## config.mk

```make
export PLATFORM = sky130hd
export DESIGN_NAME = notif_arbiter_flat
export DESIGN_NICKNAME = d
export VERILOG_FILES = /design/src/rtl/notif_arbiter_if.sv /design/src/rtl/notif_arbiter.sv /design/src/flat_wrapper.sv
export SDC_FILE = /design/constraint.sdc
export NUM_CORES = 1
export LEC_CHECK = 0
export ABC_AREA = 1
export CAP_MARGIN = 5
export CORE_ASPECT_RATIO = 0.75
export CORE_MARGIN = 4
export CORE_UTILIZATION = 50
export CTS_CLUSTER_DIAMETER = 150
export DETAILED_ROUTE_END_ITERATION = 6
export PLACE_DENSITY_LB_ADDON = 0.3
export SLEW_MARGIN = 20
export SYNTH_ARGS = -nofsm -noshare
export SYNTH_HDL_FRONTEND = slang
export SYNTH_SLANG_ARGS = --single-unit
```

## constraint.sdc

```tcl
create_clock -name clk -period 9.8 [get_ports clk]
set_clock_uncertainty 0.05 [all_clocks]
set_input_delay 2.45 -clock clk [delete_from_list [all_inputs] [get_ports clk]]
set_output_delay 2.45 -clock clk [all_outputs]
set_load 0.05 [all_outputs]
```

## src/rtl/notif_arbiter_if.sv

```systemverilog
// Notification arbiter bus: per-source strobes and messages in, one merged
// notification plus per-source sticky overflow flags out.
// master = notification producers/consumer side, slave = the arbiter.
interface notif_arbiter_if #(
  parameter int p_num_srcs = 4,
  parameter int p_msg_bits = 32
);
  localparam int c_src_bits = $clog2(p_num_srcs);

  logic [p_num_srcs-1:0]                 src_val;
  logic [p_num_srcs-1:0][p_msg_bits-1:0] src_msg;
  logic                                  out_val;
  logic [p_msg_bits-1:0]                 out_msg;
  logic [c_src_bits-1:0]                 out_src;
  logic [p_num_srcs-1:0]                 overflow;

  modport master (
    output src_val, src_msg,
    input  out_val, out_msg, out_src, overflow
  );

  modport slave (
    input  src_val, src_msg,
    output out_val, out_msg, out_src, overflow
  );
endinterface

```

## src/rtl/notif_arbiter.sv

```systemverilog
// Round-robin notification merger with a small pending FIFO per source.
// A source with queued entries always competes with its FIFO head, so a new
// arrival can only bypass the FIFO when that FIFO is empty; this keeps
// per-source ordering. Arrivals into a full, non-granted FIFO are dropped
// and flagged in a sticky overflow bit.
// Optional build macro NOTIF_ARBITER_BYPASS_EN: outputs driven combinationally
// from the current grant (zero latency, msg/src forced to 0 when idle).
// Without it, outputs are registered one cycle after the grant and msg/src
// hold their last value while idle.
module notif_arbiter #(
  parameter int p_num_srcs = 4,
  parameter int p_msg_bits = 32,
  parameter int p_depth    = 2
) (
  input  logic             clk,
  input  logic             rst,
  notif_arbiter_if.slave   bus
);

  localparam int c_src_bits = $clog2(p_num_srcs);
  localparam int c_ptr_bits = (p_depth > 1) ? $clog2(p_depth) : 1;
  localparam int c_cnt_bits = $clog2(p_depth + 1);

  typedef logic [p_msg_bits-1:0] msg_t;
  typedef logic [c_ptr_bits-1:0] ptr_t;
  typedef logic [c_cnt_bits-1:0] cnt_t;

  msg_t                  mem_q    [p_num_srcs][p_depth];
  ptr_t                  rd_ptr_q [p_num_srcs];
  ptr_t                  rd_ptr_d [p_num_srcs];
  ptr_t                  wr_ptr_q [p_num_srcs];
  ptr_t                  wr_ptr_d [p_num_srcs];
  cnt_t                  cnt_q    [p_num_srcs];
  cnt_t                  cnt_d    [p_num_srcs];
  logic [c_src_bits-1:0] rr_ptr_q, rr_ptr_d;
  logic [p_num_srcs-1:0] ovf_q, ovf_d;

  logic [p_num_srcs-1:0] empty, full, cand;
  msg_t                  cand_msg [p_num_srcs];
  logic [p_num_srcs-1:0] deq, enq, drop;

  logic                  gnt_val;
  logic [c_src_bits-1:0] gnt_src;
  msg_t                  gnt_msg;
  logic [p_num_srcs-1:0] gnt_vec;

  function automatic ptr_t ptr_inc(input ptr_t p);
    if (int'(p) == p_depth - 1) return '0;
    else return p + 1'b1;
  endfunction

  // Per-source candidate: FIFO head if anything is queued, else a live arrival.
  always_comb begin
    for (int i = 0; i < p_num_srcs; i++) begin
      empty[i]    = (cnt_q[i] == '0);
      full[i]     = (cnt_q[i] == c_cnt_bits'(p_depth));
      cand[i]     = rst & (!empty[i] | bus.src_val[i]);
      cand_msg[i] = empty[i] ? bus.src_msg[i] : mem_q[i][rd_ptr_q[i]];
    end
  end

  // Round-robin search starting at rr_ptr_q, first candidate wins.
  always_comb begin
    logic [c_src_bits-1:0] idx;
    idx     = '0;
    gnt_val = 1'b0;
    gnt_src = '0;
    gnt_msg = '0;
    gnt_vec = '0;
    for (int k = 0; k < p_num_srcs; k++) begin
      idx = c_src_bits'((int'(rr_ptr_q) + k) % p_num_srcs);
      if (!gnt_val && cand[idx]) begin
        gnt_val = 1'b1;
        gnt_src = idx;
        gnt_msg = cand_msg[idx];
      end
    end
    if (gnt_val) gnt_vec[gnt_src] = 1'b1;
  end

  // Queue actions: a granted arrival into an empty FIFO goes straight out;
  // a full FIFO still accepts an arrival when its head leaves this cycle.
  always_comb begin
    for (int i = 0; i < p_num_srcs; i++) begin
      logic arr;
      arr     = rst & bus.src_val[i] & !(gnt_vec[i] & empty[i]);
      deq[i]  = gnt_vec[i] & !empty[i];
      enq[i]  = arr & (!full[i] | gnt_vec[i]);
      drop[i] = arr & full[i] & !gnt_vec[i];
    end
  end

  // Next-state for FIFO pointers/counts, overflow flags and priority pointer.
  always_comb begin
    for (int i = 0; i < p_num_srcs; i++) begin
      rd_ptr_d[i] = rd_ptr_q[i];
      wr_ptr_d[i] = wr_ptr_q[i];
      cnt_d[i]    = cnt_q[i];
      if (deq[i]) rd_ptr_d[i] = ptr_inc(rd_ptr_q[i]);
      if (enq[i]) wr_ptr_d[i] = ptr_inc(wr_ptr_q[i]);
      if (enq[i] && !deq[i])      cnt_d[i] = cnt_q[i] + 1'b1;
      else if (deq[i] && !enq[i]) cnt_d[i] = cnt_q[i] - 1'b1;
    end
    ovf_d    = ovf_q | drop;
    rr_ptr_d = rr_ptr_q;
    if (gnt_val)
      rr_ptr_d = (gnt_src == c_src_bits'(p_num_srcs - 1)) ? '0 : gnt_src + 1'b1;
  end

  // Control state with synchronous active-low reset; reset drops all pending.
  always_ff @(posedge clk) begin
    if (!rst) begin
      for (int i = 0; i < p_num_srcs; i++) begin
        rd_ptr_q[i] <= '0;
        wr_ptr_q[i] <= '0;
        cnt_q[i]    <= '0;
      end
      rr_ptr_q <= '0;
      ovf_q    <= '0;
    end else begin
      for (int i = 0; i < p_num_srcs; i++) begin
        rd_ptr_q[i] <= rd_ptr_d[i];
        wr_ptr_q[i] <= wr_ptr_d[i];
        cnt_q[i]    <= cnt_d[i];
      end
      rr_ptr_q <= rr_ptr_d;
      ovf_q    <= ovf_d;
    end
  end

  // FIFO storage needs no reset; validity is tracked by cnt_q.
  always_ff @(posedge clk) begin
    for (int i = 0; i < p_num_srcs; i++) begin
      if (enq[i]) mem_q[i][wr_ptr_q[i]] <= bus.src_msg[i];
    end
  end

`ifdef NOTIF_ARBITER_BYPASS_EN
  assign bus.out_val = gnt_val;
  assign bus.out_msg = gnt_val ? gnt_msg : '0;
  assign bus.out_src = gnt_val ? gnt_src : '0;
`else
  logic                  out_val_q;
  msg_t                  out_msg_q;
  logic [c_src_bits-1:0] out_src_q;

  // Register the grant; message and source hold while idle.
  always_ff @(posedge clk) begin
    if (!rst) begin
      out_val_q <= 1'b0;
      out_msg_q <= '0;
      out_src_q <= '0;
    end else begin
      out_val_q <= gnt_val;
      if (gnt_val) begin
        out_msg_q <= gnt_msg;
        out_src_q <= gnt_src;
      end
    end
  end

  assign bus.out_val = out_val_q;
  assign bus.out_msg = out_msg_q;
  assign bus.out_src = out_src_q;
`endif

  assign bus.overflow = ovf_q;

endmodule

```

## src/flat_wrapper.sv

```systemverilog
// flat-port wrapper written by rule: the top's interface ports become plain ports
module notif_arbiter_flat 
#(
  parameter int p_num_srcs = 4,
  parameter int p_msg_bits = 32,
  parameter int p_depth    = 2
)
  (clk, rst, bus_src_val, bus_src_msg, bus_out_val, bus_out_msg, bus_out_src, bus_overflow);
  notif_arbiter_if #(.p_num_srcs(p_num_srcs), .p_msg_bits(p_msg_bits)) bus_i ();
  input  logic clk;
  input  logic rst;
  input wire logic [$bits(bus_i.src_val)-1:0] bus_src_val;
  input wire logic [$bits(bus_i.src_msg)-1:0] bus_src_msg;
  output wire logic [$bits(bus_i.out_val)-1:0] bus_out_val;
  output wire logic [$bits(bus_i.out_msg)-1:0] bus_out_msg;
  output wire logic [$bits(bus_i.out_src)-1:0] bus_out_src;
  output wire logic [$bits(bus_i.overflow)-1:0] bus_overflow;
  assign bus_i.src_val = bus_src_val;
  assign bus_i.src_msg = bus_src_msg;
  assign bus_out_val = bus_i.out_val;
  assign bus_out_msg = bus_i.out_msg;
  assign bus_out_src = bus_i.out_src;
  assign bus_overflow = bus_i.overflow;
  notif_arbiter #(.p_num_srcs(p_num_srcs), .p_msg_bits(p_msg_bits), .p_depth(p_depth)) u_core (.clk(clk), .rst(rst), .bus(bus_i));
endmodule
```

==> qor.yml <==
grt_pass1_vias: 14517
pwr-share-clk_pct: 17.9
setup_viol: 0
grt_max_degree: 98
n_antenna_cell: 0
slew_violations: 0
rsz0062_at_grt: "no"
syn_avg_cell_area_um2: 8.43
cp_slowest_cell: "nor2_2"
area_delta_synth_final_pct: 18.3
insertion_delay_ns: 0.52
min_period_ns: 6.90
fmax_mhz: 145
cts_tree: "built"
dr.pass1.iters: 6
clkTransAtPathRegs_ns: 0.06
critPathBufInv: 4
r2r-start: "u_core.rr_ptr_q[0]$_SDFFE_PN0N_"
h-tree-depth: 2
syn_area_um2: 16700
cp_common_cell: "nand2_1"
vias_per_cell: 5.89
avgRoutedWirePerCell_um: 19.9
fill_cells: 2787
hold_start: "u_core.bus.out_msg[1]$_SDFFE_PN0N_"
die_area_um2: 36500
cts_setup_buffers: 0
stdcell_count: 2550
seq_area_frac_synth_pct: 53.1
worst_pin_slew_ns: 1.11
switching_power_mw: 3.48
numCtsBuffers: 34
globalRouteOverflowTotal: 0
drt_iter0_drc: 1622
whs_ns: 0.419
post-route-util_pct: 60.5
ys_ff_latch: 313
p_int_mw: 3.73
worst_slack_ns: 2.90
cts_num_sinks: 313
hold_violations: 0
ant_nets: 0
dieHeight_um: 166
power.density_nw_per_um2: 364
clockRootBuffer: "clkbuf_16"
cpPeakStageDelay_ns: 0.71
slew_headroom_pct: 25.8
antenna_found_initial: 0
initial_core_util_pct: 51.1
finalCritPeriodShare_pct: 70.4
layout-drive-gt1-share_pct: 8.02
ys_types: 24
track_usage_pct: 27.1
placed_area_um2: 18700
place_congestion: 0.878
post_cts_resized: 0
nets: 2226
critical-path-top-delay-family: "simple AND/OR/NAND/NOR gates"
clockBufferDepth: 3
power_mw: 7.20
drv_cap: 0
grt_pass1_wl_mm: 78.3
placed_cells: 2488
hold_buffers: 0
yosysWarnings: 0
drc: 0
io_pins: 173
status: "completed"
seqPwrFrac_pct: 26.5
p_sw_share_pct: 48.2
synth_fp_nets: 2129
combPwrFrac_pct: 55.6
cp.arrival_ns: 7.05
rows: 57
routed_wirelength_mm: 50.8
p_leak_nw: 7.65
setup_tns_ns: 0
min_path_type: "flop to flop"
die_w_um: 219
crit_type: "input pin to flop"
required_ns: 9.95
ir_drop_uv: 266
cp_max_fo: 46
dp_hpwl_mm: 35.9
place_ws_ns: 2.49
finalInstanceArea_um2: 19800
core-area_um2: 32700
vias: 15028
worst_setup_path_start_kind: "input pin"
syn_inst: 1985
crit_path_cell_trace: "clkdlybuf4s50_1, inv_1, nand2_1, nand3_1, nand2_1, nand2_1, nand2_2, inv_2, nand4_4, nand2_1, nand2_1, nand2_1, ha_1, nand2_1, nand2_1, nand3_1, nor2_2, buf_4"
io_buffer_count: 172
end_kind: "flop"
crit_start: "bus_src_val[2]"
## layer usage
metal | vias to the layer above | track usage, % | wire, um
met5 | - | 0 | 0
met4 | 0 | 10.4 | 1960
met3 | 121 | 3.35 | 3230
met2 | 644 | 46.8 | 25400
met1 | 7114 | 35.0 | 20200
li1 | 7149 | - | -
## Yosys cell counts
master | number | area [um2]
o21ai_0 | 123 | 616
nand2_2 | 4 | 25.0
nand2_1 | 525 | 1970
nor2_1 | 122 | 458
clkbuf_2 | 1 | 5.00
nand4_1 | 1 | 6.26
o211ai_1 | 100 | 751
edfxtp_1 | 262 | 7870
buf_2 | 21 | 105
inv_2 | 8 | 30.0
xor2_2 | 1 | 16.3
xor2_1 | 4 | 35.0
or2_2 | 68 | 425
a21oi_1 | 24 | 120
buf_4 | 1 | 7.51
nand3_1 | 500 | 2500
inv_1 | 40 | 150
buf_1 | 27 | 101
ha_1 | 10 | 125
dfxtp_1 | 51 | 1020
nor2_4 | 5 | 56.3
clkbuf_1 | 83 | 312
o21ai_1 | 3 | 15.0
nand4_4 | 1 | 21.3
## final cells by class
type | count | area [um2] | share of cell area, %
clock buffers | 51 | 1010 | 5.09
repair buffers | 194 | 1880 | 9.50
flip-flops and latches | 313 | 8890 | 44.9
clock inverters | 11 | 113 | 0.569
inverters | 48 | 181 | 0.916
multi-input cells | 1491 | 7170 | 36.2
well taps | 442 | 553 | 2.79
## worst paths after layout
| check | endpoint | slack (ns) | cells past startpoint |
|---|---|---|---|
| setup / recovery | u_core.mem_q[2][24]$_DFFE_PP_ | 2.90 | 18 |
| hold / removal | u_core.bus.out_msg[1]$_SDFFE_PN0N_ | 0.42 | 2 |
| setup reg to reg | u_core.mem_q[2][24]$_DFFE_PP_ | 3.71 | 16 |
| hold reg to reg | u_core.bus.out_msg[1]$_SDFFE_PN0N_ | 0.42 | 2 |
## tightest hold or removal path: cells and delay by family (launching register included)
kind	cells	cell delay [ns]
DFF	1	0.33
and+or+nand+nor	2	0.11
## state kept, by name (all words and copies together), names as in the netlist
name,cells
u_core.bus.out_msg,32
u_core.bus.out_src,2
u_core.bus.out_val,1
u_core.bus.overflow,4
u_core.cnt_q,8
u_core.mem_q,256
u_core.rd_ptr_q,4
u_core.rr_ptr_q,2
u_core.wr_ptr_q,4
## power by group through the flow
stage	logic, mW	registers (mW)	clock network (mW)
floorplan	2.69	2.08	0
global placement	3.87	1.92	0
CTS	3.97	1.91	1.30
finish	4.00	1.91	1.29
detailed placement	3.94	1.93	0
global route	4.43	1.93	1.36
## kinds of logic after synthesis
logic type	synth area share, %
simple gates	32.6
compound gates	8.97
buf+inv	4.24
fa+ha+maj	0.747
flops	53.1
xor+xnor	0.306
## cells in the final DEF (no fill, tap or decap)
cell / count
nand2_2: 4
or2_2: 68
xor2_1: 4
nand2_1: 525
clkbuf_8: 3
nand4_1: 1
o211ai_1: 100
ha_1: 10
buf_4: 22
nor2_2: 6
inv_2: 8
a21oi_1: 24
clkinv_2: 5
buf_2: 1
clkbuf_1: 11
dfxtp_2: 2
edfxtp_1: 262
xor2_4: 1
o21ai_1: 3
clkbuf_16: 37
clkinvlp_4: 1
nand3_1: 500
bufinv_16: 2
clkinv_4: 2
nor2_1: 116
clkinv_1: 4
nor2_4: 5
clkdlybuf4s50_1: 171
nand4_4: 1
inv_1: 37
dfxtp_4: 1
o21ai_0: 123
dfxtp_1: 48
No activity file was read; power rests on OpenSTA's default activity.
